**config.mk**
```make
export PLATFORM = sky130hd
export DESIGN_NAME = operand_wait_buffer
export DESIGN_NICKNAME = d
export VERILOG_FILES = /design/src/rtl/core_pkg.sv /design/src/rtl/fwd_match.sv /design/src/rtl/operand_wait_buffer.sv
export SDC_FILE = /design/constraint.sdc
export NUM_CORES = 2
export LEC_CHECK = 0
export BUFFER_PORTS_ARGS = -buffer_cell sky130_fd_sc_hd__buf_2
export CORE_ASPECT_RATIO = 0.9
export CORE_UTILIZATION = 52
export CTS_CLUSTER_SIZE = 8
export DETAILED_ROUTE_END_ITERATION = 7
export HOLD_SLACK_MARGIN = 0.08
export PLACE_DENSITY = 0.72
export SYNTH_ARGS = -nofsm -noshare
export SYNTH_HDL_FRONTEND = slang
export SYNTH_SLANG_ARGS = --single-unit
```
**constraint.sdc**
```tcl
create_clock -name clk -period 8.5 [get_ports clk]
set_input_delay 0.425 -clock clk [delete_from_list [all_inputs] [get_ports clk]]
set_output_delay 0.425 -clock clk [all_outputs]
set_load 0.01 [all_outputs]
```
**src/rtl/core_pkg.sv**
```systemverilog
// core_pkg: shared tag layout, operand and forwarding bundle types for operand capture
package core_pkg;
  localparam int XLEN = 32;
  localparam int TAG_W = 6;
  localparam logic [TAG_W-1:0] ZERO_TAG = '0;
  typedef struct packed {
    logic       fp;
    logic [4:0] addr;
  } tag_t;
  typedef struct packed {
    logic            rdy;
    tag_t            tag;
    logic [XLEN-1:0] val;
  } operand_t;
  typedef struct packed {
    logic            valid;
    tag_t            tag;
    logic [XLEN-1:0] data;
  } fwd_t;
  function automatic logic is_x0(logic [TAG_W-1:0] t);
    return t == ZERO_TAG;
  endfunction
endpackage

```
**src/rtl/fwd_match.sv**
```systemverilog
// fwd_match: finds the lowest-index forwarding port broadcasting a given operand tag
module fwd_match #(
  parameter int NUM_FWD = 2,
  parameter int XLEN    = 32
) (
  input  logic [core_pkg::TAG_W-1:0]         tag_i,
  input  logic [NUM_FWD-1:0]                 fwd_valid_i,
  input  logic [NUM_FWD*core_pkg::TAG_W-1:0] fwd_tag_i,
  input  logic [NUM_FWD*XLEN-1:0]            fwd_data_i,
  output logic                               hit_o,
  output logic [XLEN-1:0]                    data_o
);
  import core_pkg::*;
  // scan from the top so the lowest matching port is the last one written; x0 never matches
  always_comb begin
    hit_o = 1'b0;
    data_o = '0;
    for (int i = NUM_FWD - 1; i >= 0; i--)
      if (fwd_valid_i[i] && fwd_tag_i[i*TAG_W +: TAG_W] == tag_i && !is_x0(tag_i)) begin
        hit_o = 1'b1;
        data_o = fwd_data_i[i*XLEN +: XLEN];
      end
  end
endmodule

```
**src/rtl/operand_wait_buffer.sv**
```systemverilog
// operand_wait_buffer: in-order FIFO that holds instructions until both operands arrive
module operand_wait_buffer #(
  parameter int DEPTH     = 4,
  parameter int NUM_FWD   = 2,
  parameter int PAYLOAD_W = 46,
  parameter int XLEN      = core_pkg::XLEN
) (
  input  logic                               clk,
  input  logic                               rst_n,
  input  logic                               flush,
  input  logic                               in_valid,
  output logic                               in_ready,
  input  logic [4:0]                         in_rd,
  input  logic [core_pkg::TAG_W-1:0]         in_rs1_tag,
  input  logic [XLEN-1:0]                    in_rs1_val,
  input  logic                               in_rs1_rdy,
  input  logic [core_pkg::TAG_W-1:0]         in_rs2_tag,
  input  logic [XLEN-1:0]                    in_rs2_val,
  input  logic                               in_rs2_rdy,
  input  logic [PAYLOAD_W-1:0]               in_payload,
  input  logic [NUM_FWD-1:0]                 fwd_valid,
  input  logic [NUM_FWD*core_pkg::TAG_W-1:0] fwd_tag,
  input  logic [NUM_FWD*XLEN-1:0]            fwd_data,
  output logic                               out_valid,
  input  logic                               out_ready,
  output logic [PAYLOAD_W+2*XLEN+4:0]        out_inst,
  output logic [$clog2(DEPTH+1)-1:0]         count
);
  import core_pkg::*;
  localparam int PW = $clog2(DEPTH);
  localparam int CW = $clog2(DEPTH+1);
  logic [DEPTH-1:0]     vld_q, rdy1_q, rdy2_q, hit1, hit2;
  logic [TAG_W-1:0]     tag1_q [DEPTH];
  logic [TAG_W-1:0]     tag2_q [DEPTH];
  logic [XLEN-1:0]      val1_q [DEPTH];
  logic [XLEN-1:0]      val2_q [DEPTH];
  logic [XLEN-1:0]      wdat1 [DEPTH];
  logic [XLEN-1:0]      wdat2 [DEPTH];
  logic [4:0]           rd_q [DEPTH];
  logic [PAYLOAD_W-1:0] pay_q [DEPTH];
  logic [PW-1:0]        head_q, head_d, tail_q, tail_d;
  logic [CW-1:0]        count_q, count_d;
  logic                 in_hit1, in_hit2, new_rdy1, new_rdy2, enq, deq;
  logic [XLEN-1:0]      in_dat1, in_dat2, new1, new2;
  for (genvar e = 0; e < DEPTH; e++) begin : g_wake
    fwd_match #(.NUM_FWD(NUM_FWD), .XLEN(XLEN)) u_m1 (.tag_i(tag1_q[e]), .fwd_valid_i(fwd_valid),
      .fwd_tag_i(fwd_tag), .fwd_data_i(fwd_data), .hit_o(hit1[e]), .data_o(wdat1[e]));
    fwd_match #(.NUM_FWD(NUM_FWD), .XLEN(XLEN)) u_m2 (.tag_i(tag2_q[e]), .fwd_valid_i(fwd_valid),
      .fwd_tag_i(fwd_tag), .fwd_data_i(fwd_data), .hit_o(hit2[e]), .data_o(wdat2[e]));
  end
  fwd_match #(.NUM_FWD(NUM_FWD), .XLEN(XLEN)) u_in1 (.tag_i(in_rs1_tag), .fwd_valid_i(fwd_valid),
    .fwd_tag_i(fwd_tag), .fwd_data_i(fwd_data), .hit_o(in_hit1), .data_o(in_dat1));
  fwd_match #(.NUM_FWD(NUM_FWD), .XLEN(XLEN)) u_in2 (.tag_i(in_rs2_tag), .fwd_valid_i(fwd_valid),
    .fwd_tag_i(fwd_tag), .fwd_data_i(fwd_data), .hit_o(in_hit2), .data_o(in_dat2));
  assign in_ready  = (count_q < CW'(DEPTH)) && !flush;
  assign out_valid = vld_q[head_q] && rdy1_q[head_q] && rdy2_q[head_q];
  assign out_inst  = {pay_q[head_q], val2_q[head_q], val1_q[head_q], rd_q[head_q]};
  assign count     = count_q;
  assign enq       = in_valid && in_ready;
  assign deq       = out_valid && out_ready;
  // pointer/count next state and incoming operand resolution (x0, then given, then same-cycle forward)
  always_comb begin
    head_d = flush ? '0 : head_q + PW'(deq);
    tail_d = flush ? '0 : tail_q + PW'(enq);
    count_d = flush ? '0 : count_q + CW'(enq) - CW'(deq);
    new_rdy1 = is_x0(in_rs1_tag) || in_rs1_rdy || in_hit1;
    new_rdy2 = is_x0(in_rs2_tag) || in_rs2_rdy || in_hit2;
    new1 = is_x0(in_rs1_tag) ? '0 : in_rs1_rdy ? in_rs1_val : in_hit1 ? in_dat1 : '0;
    new2 = is_x0(in_rs2_tag) ? '0 : in_rs2_rdy ? in_rs2_val : in_hit2 ? in_dat2 : '0;
  end
  // pointer and occupancy registers
  always_ff @(posedge clk or negedge rst_n) begin
    if (!rst_n) begin
      head_q <= '0;
      tail_q <= '0;
      count_q <= '0;
    end else begin
      head_q <= head_d;
      tail_q <= tail_d;
      count_q <= count_d;
    end
  end
  // entry storage: flush clears, otherwise wakeup pending operands, retire head, write tail
  always_ff @(posedge clk or negedge rst_n) begin
    if (!rst_n) begin
      vld_q <= '0;
      rdy1_q <= '0;
      rdy2_q <= '0;
      for (int e = 0; e < DEPTH; e++) begin
        tag1_q[e] <= '0;
        tag2_q[e] <= '0;
        val1_q[e] <= '0;
        val2_q[e] <= '0;
        rd_q[e] <= '0;
        pay_q[e] <= '0;
      end
    end else if (flush) begin
      vld_q <= '0;
    end else begin
      for (int e = 0; e < DEPTH; e++) begin
        if (vld_q[e] && !rdy1_q[e] && hit1[e]) begin
          rdy1_q[e] <= 1'b1;
          val1_q[e] <= wdat1[e];
        end
        if (vld_q[e] && !rdy2_q[e] && hit2[e]) begin
          rdy2_q[e] <= 1'b1;
          val2_q[e] <= wdat2[e];
        end
      end
      if (deq) vld_q[head_q] <= 1'b0;
      if (enq) begin
        vld_q[tail_q] <= 1'b1;
        rdy1_q[tail_q] <= new_rdy1;
        rdy2_q[tail_q] <= new_rdy2;
        tag1_q[tail_q] <= in_rs1_tag;
        tag2_q[tail_q] <= in_rs2_tag;
        val1_q[tail_q] <= new1;
        val2_q[tail_q] <= new2;
        rd_q[tail_q] <= in_rd;
        pay_q[tail_q] <= in_payload;
      end
    end
  end
endmodule

```
==> flow_results.org <==
** Detailed routing
- Post-DR vias/cell :: 7.115
- Detail Route Antenna Nets :: 0
- In this run, the number of DRC markers left after iteration 0 of detailed routing was 4818.
- The routed layout has 30.06k vias.
- Final WL :: 119700 um
- The pre-antenna-repair detailed-routing pass consisted of 7 iterations.
- In the routed design, unresolved DRC markers number 0.
- After detailed routing, the average wire length per cell comes to 28.32 um.

** CTS
- Number of gates resized after cts :: 0
- After clock tree synthesis, the setup repair step added 0 buffers.
- Post-CTS clock slew at the launch and capture registers of the worst setup and hold paths :: 0.05 ns
- Number of buffers created by CTS :: 75
- Clock root buffer :: clkbuf_16
- Number of levels the H-tree was split into :: 3
- Clock latency on the worst-skew pair, taken at its later pin, is 0.63 ns.
- Hold_buf cts :: 52
- Number of buffers on the longest clock path :: 3
- Number of clock sinks :: 527
- TritonCTS clock tree :: yes

** Placed design
- Port buffering added 331 buffers.
- At the end of routability-driven placement, the weighted congestion stood at 0.9984.
- Detailed placement ended at an HPWL of 68740 um.

** Worst hold path
- The worst hold path begins at in_rs2_tag[5].
- Worst Hold Path EP :: tag2_q[11]
- The tightest min-delay check is of the in -> reg type.
- The worst hold path passes through 3 cells.

** Synth
- The share of the Yosys chip area taken by registers is 0.4369.
- Among all flip-flop cells after synthesis, the most frequent one is dfrtp_1.
- Synth async-reset ratio :: 1.000
- After synthesis, the netlist uses 55 different library cells.
- Yosys mapped a number of flops with a built-in enable equal to 0.
- Net count after synthesis :: 3516
- Counting flops and latches in the post-synthesis netlist gives 527.
- For this run, the number of Yosys warnings is 0.
- Synth Area per Inst :: 9.149 um2
- Cells after Synth :: 3299
- In this run the cell area of the synthesized design comes to 0.03018 mm2.

** STA
- Slew at the pin closest to its max-slew limit :: 1.378 ns
- Setup Viol. Count Final :: 0
- Clock Skews :: 0.03052 ns
- Unrepaired setup endpoints after global routing :: false
- The count of final max-slew check failures came to 0.
- Maximum clock frequency :: 252.0 MHz
- For the final routed database, the setup TNS stands at 0 ns.
- The number of endpoints with negative hold slack in the final report came to 0.
- Measured against its own limit, the worst slew margin works out to 0.07398.
- Tcrit/Tclk final :: 0.4668
- Time the final worst path needs with I/O delays and setup :: 3.968 ns

** Setup path
- Critical register-to-register path endpoint :: count[2]
- Setup slack on the worst reg-to-reg path comes out at 4.53 ns.
- Arrival time of the worst setup path :: 4.46 ns
- Data required time of the worst path :: 8.99 ns
- Count of cells along the worst register-to-register path :: 12
- CP endpoint kind :: flop
- STA classifies the critical path startpoint as a flop.
- The worst setup path is of the reg -> reg kind.
- Maximum fanout count along the critical path :: 46
- In this run the critical register-to-register path is launched from head_q[0].

** Finish
- Area of the multi-input gates :: 0.01554 mm2
- For this run, the post-layout net count is 3654.
- The library cell used most frequently in the layout, excluding fill and tap cells, is nand2_1.
- The area growth from synthesis to layout is 14.40%.
- Of the cells placed in the final design, the portion with a size suffix greater than 1 is 0.1894.
- In the layout the commonest cells are nand2_1, dfrtp_1, buf_2.
- Seq. cell area :: 0.01320 mm2
- Fillcell total :: 4734

** GRT
- Total Routing Usage GR :: 0.4020
- Entering global routing, the biggest net connects 172 pins.
- After global routing, the most crowded layer is met2.
- The number of global-route vias before repair came to 29.94k.
- For this run the aggregate overflow at the end of global routing stands at 0.
- M3 GR Usage :: 0.1460
- Antenna violations before repair :: 19
- Grt met2 use :: 0.5810
- First-pass GRT wire length :: 181700 um
- GRT met1 Usage :: 0.5301

** Pwr
- Power comes to 9.047 mW.
- Areal power density over the cells :: 262.0 mW/mm2
- Standby leakage power :: 15.42 nW
- The worst-case IR drop observed on VDD is 0.0001376 V.

** Floorplanning
- Standard cell core area :: 0.05722 mm2
- Standard-cell rows :: 83
- The initial utilization of the core area, before any placement, comes to 0.5275.
- Number of top-level pins :: 332
- Chip Width :: 256.0 um
- Die area :: 0.05901 mm2
- The die is 230.6 um tall.

** Status
- Run status :: finished, final reports clean

** Flow run
- Max-cap violations in this run came to 0.
==> layer usage <==
layer,up-vias,share of wire
li1,12134,-
met1,14666,0.36
met2,2699,0.43
met3,552,0.15
met4,10,0.056
met5,-,0.00094
==> registers in the layout (all words and copies together), names as in the netlist <==
signal / count
tag1_q: 24
count: 3
rdy1_q: 4
pay_q: 184
val2_q: 128
head_q: 2
rd_q: 20
val1_q: 128
tail_q: 2
vld_q: 4
rdy2_q: 4
tag2_q: 24
==> worst max-delay path by stage <==
stage,depth (start not counted),from,end,slack (ns)
3_5_place_dp,8,in_rs2_rdy,val2_q[72],4.50
3_3_place_gp,12,head_q[0],count[2],4.59
5_1_grt,12,head_q[0],count[2],4.25
6_report,12,head_q[0],count[2],4.53
4_1_cts,12,head_q[0],count[2],4.49
2_1_floorplan,12,head_q[0],count[2],5.64
==> stage by stage <==
step / hold WS [ns] / instances / setup slack (ns) / instance area (um2) / utilization
after global placement: 0.4517 / 4073 / 4.590 / 31970 / 0.5587
after floorplan: 0.1294 / 3299 / 5.639 / 30180 / -
after global routing: 0.1120 / 4222 / 4.251 / 34520 / 0.6033
after detailed placement: 0.4584 / 4073 / 4.497 / 31970 / 0.5587
after CTS: 0.09583 / 4208 / 4.493 / 34490 / 0.6027
final: 0.1154 / 4225 / 4.532 / 34530 / 0.6034
==> layout make-up <==
class                   instances  share of cell area
repair buffers                443             0.07675
inverters                      40            0.004348
clock buffers                  79             0.05602
flip-flops and latches        527              0.3822
well taps                     765             0.02772
clock inverters                 4            0.001776
diodes                         17            0.001232
multi-input cells            2350              0.4500
==> worst max-delay path: stages, from the launching register on <==
cell,delay [ns]
dfrtp_4,1.07
buf_4,0.71
nor2_1,0.12
a31oi_1,0.37
and2_1,0.23
ha_1,0.23
inv_1,0.06
ha_1,0.13
inv_1,0.05
fa_1,0.41
xor2_1,0.19
xnor2_1,0.15
nor2_1,0.06
==> cell usage after synthesis, types with 2 or more instances <==
cell type | instances | area share
o21ai_0 | 10 | 0.0017
xnor2_1 | 111 | 0.032
nor2_1 | 116 | 0.014
a211o_1 | 35 | 0.010
a21boi_0 | 3 | 0.00075
clkbuf_1 | 327 | 0.041
nor3_1 | 29 | 0.0048
a221o_1 | 220 | 0.073
ha_1 | 4 | 0.0017
a31oi_1 | 33 | 0.0068
and4b_1 | 2 | 0.00066
a2bb2oi_1 | 2 | 0.00058
o31a_1 | 3 | 0.00087
dfrtp_1 | 527 | 0.44
o211ai_1 | 32 | 0.0080
a221oi_1 | 32 | 0.0093
a22oi_1 | 3 | 0.00075
or3_1 | 7 | 0.0015
mux2_2 | 12 | 0.0045
nand4_1 | 87 | 0.018
and2_1 | 6 | 0.0012
o31ai_1 | 32 | 0.0080
a22o_1 | 125 | 0.036
nor4_1 | 2 | 0.00041
nand3_1 | 148 | 0.025
mux4_2 | 115 | 0.086
buf_2 | 14 | 0.0023
buf_6 | 6 | 0.0022
a21oi_1 | 198 | 0.033
a21o_1 | 2 | 0.00050
and3_1 | 5 | 0.0010
nand2_1 | 931 | 0.12
or4_1 | 10 | 0.0025
xor2_1 | 13 | 0.0038
inv_1 | 40 | 0.0050
buf_1 | 33 | 0.0041
nor2b_1 | 6 | 0.0012
==> power breakdown <==
| group | internal, mW | leakage (nW) | switching [mW] | total [mW] |
|---|---|---|---|---|
| Sequential | 3.21 | 6.97 | 0.530 | 3.74 |
| Combinational | 1.20 | 7.47 | 1.39 | 2.58 |
| Clock | 1.60 | 0.979 | 1.13 | 2.72 |
| Total | 6.00 | 15.4 | 3.04 | 9.05 |
==> logic make-up (layout without fill, tap and decap cells) <==
group / Yosys count / count (layout) / share of synthesized area
AND/OR/NAND/NOR: 1358 / 1358 / 0.1885
multiplexers: 127 / 127 / 0.09029
other: 0 / 17 / 0
flip-flops: 527 / 527 / 0.4369
AO/OA/AOI/OAI: 736 / 736 / 0.1912
buffers and inverters: 422 / 566 / 0.05472
XOR/XNOR: 124 / 124 / 0.03598
adder cells (fa/ha/maj): 5 / 5 / 0.002322
Note: power is estimated with default switching activity, not from simulation.
